<file path="config.mk">
export PLATFORM = sky130hd
export DESIGN_NAME = arm_regfile_mp
export DESIGN_NICKNAME = d
export VERILOG_FILES = /design/src/rtl/arm_regfile_pkg.sv /design/src/rtl/arm_regfile_rdport.sv /design/src/rtl/arm_regfile_mp.sv
export SDC_FILE = /design/constraint.sdc
export NUM_CORES = 2
export LEC_CHECK = 0
export ABC_AREA = 1
export BUFFER_PORTS_ARGS = -buffer_cell sky130_fd_sc_hd__buf_2
export CAP_MARGIN = 15
export CELL_PAD_IN_SITES_DETAIL_PLACEMENT = 0
export CELL_PAD_IN_SITES_GLOBAL_PLACEMENT = 1
export CORE_MARGIN = 5
export CORE_UTILIZATION = 44
export CTS_CLUSTER_SIZE = 14
export DETAILED_ROUTE_END_ITERATION = 7
export PLACE_DENSITY_LB_ADDON = 0.1
export SLEW_MARGIN = 10
export SYNTH_ARGS = -nofsm -noshare
export SYNTH_HDL_FRONTEND = slang
export SYNTH_SLANG_ARGS = --single-unit
</file>
<file path="constraint.sdc">
create_clock -name clk -period 1.99 [get_ports clk]
set_input_delay 0.398 -clock clk [delete_from_list [all_inputs] [get_ports clk]]
set_output_delay 0.398 -clock clk [all_outputs]
set_load 0.1 [all_outputs]
</file>
<file path="src/rtl/arm_regfile_pkg.sv">
// Shared constants and types for the multi-port ARM register file.
package arm_regfile_pkg;

   localparam int unsigned DATA_W_DEF = 32;
   localparam int unsigned ADDR_W_DEF = 4;
   localparam int unsigned NUM_RD_DEF = 3;

   typedef logic [ADDR_W_DEF-1:0] reg_idx_t;
   typedef logic [DATA_W_DEF-1:0] word_t;

endpackage

</file>
<file path="src/rtl/arm_regfile_rdport.sv">
// One registered read port: write-forwarding priority mux plus busy lookup.
module arm_regfile_rdport
   import arm_regfile_pkg::*;
#(
   parameter int unsigned DATA_W = DATA_W_DEF,
   parameter int unsigned ADDR_W = ADDR_W_DEF,
   parameter bit          BYPASS = 1'b1
) (
   input  logic                     clk,
   input  logic                     reset,
   input  logic [ADDR_W-1:0]        addr,
   input  logic [DATA_W-1:0]        stored,
   input  logic                     wr0_en,
   input  logic [ADDR_W-1:0]        wr0_addr,
   input  logic [DATA_W-1:0]        wr0_data,
   input  logic                     wr1_en,
   input  logic [ADDR_W-1:0]        wr1_addr,
   input  logic [DATA_W-1:0]        wr1_data,
   input  logic [(1<<ADDR_W)-1:0]   busy_nxt,
   output logic [DATA_W-1:0]        data,
   output logic                     busy
);

   logic [DATA_W-1:0] sel_c;

   // Forwarding mux: wr1 outranks wr0, matching the storage collision rule.
   always_comb begin
      sel_c = stored;
      if (BYPASS) begin
         if (wr1_en && (wr1_addr == addr)) begin
            sel_c = wr1_data;
         end else if (wr0_en && (wr0_addr == addr)) begin
            sel_c = wr0_data;
         end
      end
   end

   // Output registers; busy reflects the post-edge scoreboard.
   always_ff @(posedge clk) begin
      if (reset) begin
         data <= '0;
         busy <= 1'b0;
      end else begin
         data <= sel_c;
         busy <= busy_nxt[addr];
      end
   end

endmodule

</file>
<file path="src/rtl/arm_regfile_mp.sv">
// Multi-port register file: NUM_RD read ports, two write ports, busy scoreboard.
module arm_regfile_mp
   import arm_regfile_pkg::*;
#(
   parameter int unsigned DATA_W = DATA_W_DEF,
   parameter int unsigned ADDR_W = ADDR_W_DEF,
   parameter int unsigned NUM_RD = NUM_RD_DEF,
   parameter bit          BYPASS = 1'b1
) (
   input  logic                       clk,
   input  logic                       reset,
   input  logic [NUM_RD*ADDR_W-1:0]   rd_addr,
   output logic [NUM_RD*DATA_W-1:0]   rd_data,
   output logic [NUM_RD-1:0]          rd_busy,
   input  logic                       wr0_en,
   input  logic [ADDR_W-1:0]          wr0_addr,
   input  logic [DATA_W-1:0]          wr0_data,
   input  logic                       wr0_clr,
   input  logic                       wr1_en,
   input  logic [ADDR_W-1:0]          wr1_addr,
   input  logic [DATA_W-1:0]          wr1_data,
   input  logic                       wr1_clr,
   input  logic                       sb_set_en,
   input  logic [ADDR_W-1:0]          sb_set_addr,
   output logic                       any_busy
);

   localparam int unsigned DEPTH = 1 << ADDR_W;

   logic [DATA_W-1:0] mem [DEPTH];
   logic [DEPTH-1:0]  busy;
   logic [DEPTH-1:0]  busy_nxt_c;

   // Storage; on an address collision wr0 is suppressed so wr1 lands.
   always_ff @(posedge clk) begin
      if (reset) begin
         mem <= '{default: '0};
      end else begin
         if (wr0_en && !(wr1_en && (wr1_addr == wr0_addr))) begin
            mem[wr0_addr] <= wr0_data;
         end
         if (wr1_en) begin
            mem[wr1_addr] <= wr1_data;
         end
      end
   end

   // Scoreboard next state: clears first, then set so a new issue owns the register.
   always_comb begin
      busy_nxt_c = busy;
      if (wr0_en && wr0_clr) begin
         busy_nxt_c[wr0_addr] = 1'b0;
      end
      if (wr1_en && wr1_clr) begin
         busy_nxt_c[wr1_addr] = 1'b0;
      end
      if (sb_set_en) begin
         busy_nxt_c[sb_set_addr] = 1'b1;
      end
   end

   // Scoreboard and summary flag registers.
   always_ff @(posedge clk) begin
      if (reset) begin
         busy     <= '0;
         any_busy <= 1'b0;
      end else begin
         busy     <= busy_nxt_c;
         any_busy <= |busy_nxt_c;
      end
   end

   for (genvar k = 0; k < NUM_RD; k++) begin : g_rd
      logic [ADDR_W-1:0] addr;
      assign addr = rd_addr[k*ADDR_W +: ADDR_W];

      arm_regfile_rdport #(
         .DATA_W (DATA_W),
         .ADDR_W (ADDR_W),
         .BYPASS (BYPASS)
      ) u_rdport (
         .clk      (clk),
         .reset    (reset),
         .addr     (addr),
         .stored   (mem[addr]),
         .wr0_en   (wr0_en),
         .wr0_addr (wr0_addr),
         .wr0_data (wr0_data),
         .wr1_en   (wr1_en),
         .wr1_addr (wr1_addr),
         .wr1_data (wr1_data),
         .busy_nxt (busy_nxt_c),
         .data     (rd_data[k*DATA_W +: DATA_W]),
         .busy     (rd_busy[k])
      );
   end

endmodule

</file>
Word level (Yosys, flattened, before mapping)

Index checks and enable logic that the tools add are counted.

$add $sub $neg: 0
Multiply operators: 0
Divide/modulo/power cells: 0
Order comparisons: 16
Equality and inequality tests: 7
Shifts and indexed selects: 0
Mux-type cells: 39
Bitwise logic cells: 10
Reductions and logical operators: 17

Operators by type and width:

| operator                                                           | number |
|---|---|
| 2-to-1 mux 512 bit                                                 | 3 |
| bitwise mux 512 bit                                                | 2 |
| 2-to-1 mux 32 bit                                                  | 14 |
| binary-select mux 32 bit (select 4 bit)                            | 3 |
| demux 32 bit (select 4 bit)                                        | 2 |
| 2-to-1 mux 16 bit                                                  | 3 |
| bitwise AND 16 bit                                                 | 2 |
| inverter 16 bit                                                    | 2 |
| less-than comparator 4 x 5 -> 1 bit (second input constant)        | 6 |
| equality test 4 bit                                                | 7 |
| greater-or-equal comparator 5 bit (second input constant)          | 5 |
| inverter 4 -> 5 bit                                                | 5 |
| bitwise OR 16 bit                                                  | 1 |
| OR reduction 16 bit                                                | 1 |
| logical AND 1 bit                                                  | 15 |
| binary-select mux 1 bit (select 4 bit)                             | 3 |
| demux 1 bit (select 4 bit)                                         | 3 |
| greater-or-equal comparator 4 x 1 -> 1 bit (second input constant) | 3 |
| less-than comparator 5 x 1 -> 1 bit (second input constant)        | 2 |
| 2-to-1 mux 1 bit                                                   | 6 |
| logical NOT 1 bit                                                  | 1 |

Register bits after elaboration: 628
Bits in latches: 0
Bits in writable memories: 0
Memory bits (read-only): 0
Input port bits: 95
Output and inout bits: 100
Logic and storage cells: 113
Memories kept: 0

Longest topological paths before layout

Word-level depth: 13
Depth in mapped cells: 14
Mapped depth without buffers: 11

By module

Synthesis repeated with hierarchy kept, for this count alone.

Cells, all modules: 9,253
Area total of the unflattened synthesis: 52,101.2 um2

Modules (own cells, without submodules):

| module             | times used | cells an instance | area an instance (um2) | sequential area each (um2) |
|---|---|---|---|---|
| arm_regfile_mp     | 1          | 8,191             | 45,645.0               | 10,590.2 |
| arm_regfile_rdport | 3          | 354               | 2,152.1                | 660.6 |

Worst setup path after synthesis

Ideal clock, no wire load.

Path type: input -> register
Start: in wr1_addr[2]
End: reg mem[445] (netlist bit)
Library setup time: 109 ps
Data arrival time: 1,735 ps
Required time: 1,881 ps
Path slack: 146 ps
Stages on the path: 13
Buffers on the path: 3
Cells stage by stage: buf_2 > inv_2 > nand2_1 > a21oi_1 > nand4_2 > nand2_4 > buf_8 > nor2_4 > buf_2 > nand2_1 > nand3_1 > nand2_1 > inv_1

Cells in the longest elaborated chain, start to end: 8
Elaborated cells on any way between the ends: 14
Those cells by class: order compare: 2; eq/ne: 1; mux: 6; bitwise: 1; reduce/logical: 4

RTL lines:

| item                                                                      | line                 | RTL |
|---|---|---|
| start: declaration                                                        | arm_regfile_mp.sv:20 | `input logic [ADDR_W-1:0] wr1_addr,` |
| branches (longest 7 deep; another with greater-or-equal comparator 5 bit) | n/a                  |  |
| 2-to-1 mux 512 bit *                                                      | arm_regfile_mp.sv:42 | `if (wr1_en) begin` |
| end signal: indexed assignment                                            | arm_regfile_mp.sv:40 | `mem[wr0_addr] <= wr0_data;` |
| end signal: indexed assignment                                            | arm_regfile_mp.sv:43 | `mem[wr1_addr] <= wr1_data;` |
| end: declaration                                                          | arm_regfile_mp.sv:30 | `logic [DATA_W-1:0] mem [DEPTH];` |

Every way passes the cells marked *. The select of a mux whose other input is x is not followed.
A chain may end at the register's enable or synchronous reset.

Worst setup path after layout

Start: reg g_rd[1].u_rdport.data[15]
End: out rd_data[47]

RTL lines:

| item                     | line                     | RTL |
|---|---|---|
| start: declaration       | arm_regfile_rdport.sv:20 | `output logic [DATA_W-1:0] data,` |
| start signal: assignment | arm_regfile_rdport.sv:44 | `data <= sel_c;` |
| end: declaration         | arm_regfile_mp.sv:13     | `output logic [NUM_RD*DATA_W-1:0] rd_data,` |

No word-level cell between the ends.

==> results.yml <==
clocking:
  ctsResizeCount: 55
  cts_root_buf: "clkbuf_16"
  clkTransAtPathRegs_ps: 60
  cts_hold_buf: 0
  postCtsSetupBuffers: 0
  clock_path_buffers: 3
  clock_latency_ps: 690
  cts_tree: "done"
  numCtsBuffers: 80
  cts_max_level: 3
  cts_sinks: 628
routing:
  ant_nets: 0
  firstDrtPassIters: 6
  drt_wl_total_mm: 266
  viasPerCell: 6.07
  drc: 0
  num_vias: 58700
  drt_iter0_markers: 8739
  wl_per_cell_um: 27.5
setup_path:
  worstPathMaxFanout: 1
  crit_slowest_cell: "dfxtp_1"
  worstReg2RegStart: "mem[76]"
  r2r_end: "g_rd[1].u_rdport.data[12]"
  crit_arrival_ps: 1640
  end_kind: "output pin"
  crit_buf_inv: 1
  worstPathCellList: "buf_6"
  critical_path.top_delay_family: "flip-flops"
  r2r_cells: 10
  required_ps: 1590
  cp-start-kind: "flip-flop"
  slowest_delay_ps: 630
  reg2reg_slack_ps: 380
  worstSetupPathType: "reg2out"
global_route:
  antenna_found_initial: 42
  grt_pass1_wl_mm: 374
  overflow: 0
  grt.total_usage_pct: 45.3
  grt_max_degree: 93
  grt_pass1_vias: 51600
sta:
  rsz0062_at_grt: "false"
  final-hold-violation-count: 0
  setup_viol: 8
  fin_worst_skew_ps: 18.0
  max_freq_mhz: 492
  fin_crit_sh_pct: 102
  finalCriticalPeriod_ps: 2030
  setup_slack_ps: -43.9
  slew_viol_final: 0
  worstMarginPinSlew_ps: 640
  slew_headroom_pct: 57.6
synthesis:
  synth_cell_types: 30
  post-synth-top-area-fraction_pct: 27.4
  synth_area_mm2: 0.0459
  seq_area_frac_synth_pct: 27.4
  ys_seq_elements: 628
  yosys_warnings: 0
  synthCells: 8029
  synth_top_area_cell: "dfxtp_1"
  synth_fp_nets: 8124
  synthTopCellsByArea: "dfxtp_1 27%, nand2_1 17%, nand3_1 12%"
  syn_avg_cell_area_um2: 5.72
floorplanning:
  start_util_pct: 44.3
  die_area_mm2: 0.111
  rows: 118
  core_area_mm2: 0.104
  die_h_um: 333
  io_pins: 195
  die_w_um: 333
run:
  cap_violations: 0
power_and_ir_drop:
  p_leak_nw: 28.8
  power.density_mw_per_mm2: 691
  p_total_mw: 38.7
  vdd_drop_max_v: 0.000618
run_status:
  status: "finished, violations left"
  violations: "negative setup slack"
final_layout:
  fin_nets: 8316
  multiInputGateArea_mm2: 0.0262
  regArea_mm2: 0.0126
  drive_above_1_share_pct: 12.9
  final_cell_count_no_fill: 9685
  final_util_pct: 54.1
  layout_commonest_cell: "nand2_1"
  fillCellCount: 10700
  area_growth_syn_to_layout_pct: 22.0
  mostFrequentLayoutCells: "2099 x nand2_1, 1112 x inv_1, 1075 x nand3_1, 881 x o21ai_0, 855 x a21oi_1"
placement:
  pre_cts_slack_ps: -267
  place_congestion: 1.02
  place_inst: 9519
  hpwl_mm: 187
  numPortBuffers: 194
hold_path:
  min_path_type: "in2reg"
  hold_end: "busy[15]"
  hold_depth: 2
  min_from: "reset"
per-layer routing:
layer	vias up	routed length, um	GRT usage [%]	share of wire [%]
met3	1002	34000	12.4	13
met2	4124	110000	67.4	41
met4	6	22400	29.7	8.4
met5	-	45	0	0.017
met1	27000	100000	57.6	38
li1	26600	-	-	-
synth_stat cells:
cell type and number:
nand3b_1 1, nor3_1 3, nand2_1 2106, o211ai_1 343, buf_2 106, nor2_1 123
a41oi_1 1, and2_1 2, inv_2 24, o21ai_1 1, buf_1 126, buf_4 32
o21ai_0 881, nand3_1 1076, a21oi_2 1, o22ai_1 13, a31oi_1 3, nor2_4 11
inv_1 1129, buf_8 1, nor2_2 6, a21oi_1 855, o221ai_1 58, xnor2_1 3
clkbuf_1 476, nand2_4 1, dfxtp_1 628, nand4_2 2, clkinv_1 5, nand4_1 12
how the worst max path moves through the flow:
stage,startpoint,to,slack [ps],depth (start not counted)
2_1_floorplan,wr1_addr[2],mem[445],150,13
3_3_place_gp,wr1_en,mem[478],-240,11
3_5_place_dp,wr0_addr[0],mem[415],-270,14
4_1_cts,g_rd[1].u_rdport.data[8],rd_data[40],2,1
5_1_grt,g_rd[1].u_rdport.data[8],rd_data[40],2,1
6_report,g_rd[1].u_rdport.data[15],rd_data[47],-40,1
sequential cells by signal, indices dropped and copies added (netlist names):
signal / flops
g_rd.u_rdport.busy: 3
mem: 512
any_busy: 1
g_rd.u_rdport.data: 96
busy: 16
stage by stage:
step / TNS [ps] / hold slack, ps / cell area (um^2)
2_1_floorplan: 0 / 506 / 45900
3_3_place_gp: -63600 / 515 / 53200
3_5_place_dp: -78220 / 519 / 53200
4_1_cts: 0 / 7.24 / 56000
5_1_grt: 0 / 35.7 / 56000
6_report: -162 / 30.2 / 56100
cells by family after synthesis:
kind of cell    after synthesis  synth area share, %
xor+xnor                      3               0.0572
flops                       628                 27.4
simple gates               3343                 30.6
buf+inv                    1899                 16.1
compound gates             2156                 25.9
power by group:
part           internal, mW  leakage, nW  switching [mW]
combinational          2.83         22.4            6.73
clock                  8.99         1.32            6.47
sequential             13.1         5.11           0.568
total                  24.9         28.8            13.8
layout make-up:
class,instances,share of cell area [%]
antenna,27,0.121
clock inverter,26,0.551
clock buffer,113,4.20
sequential,628,22.5
inverter,1158,7.78
multi-input combinational,5502,46.7
timing repair buffer,851,15.2
tap,1380,3.08
Power figures use the tool's default switching activity.
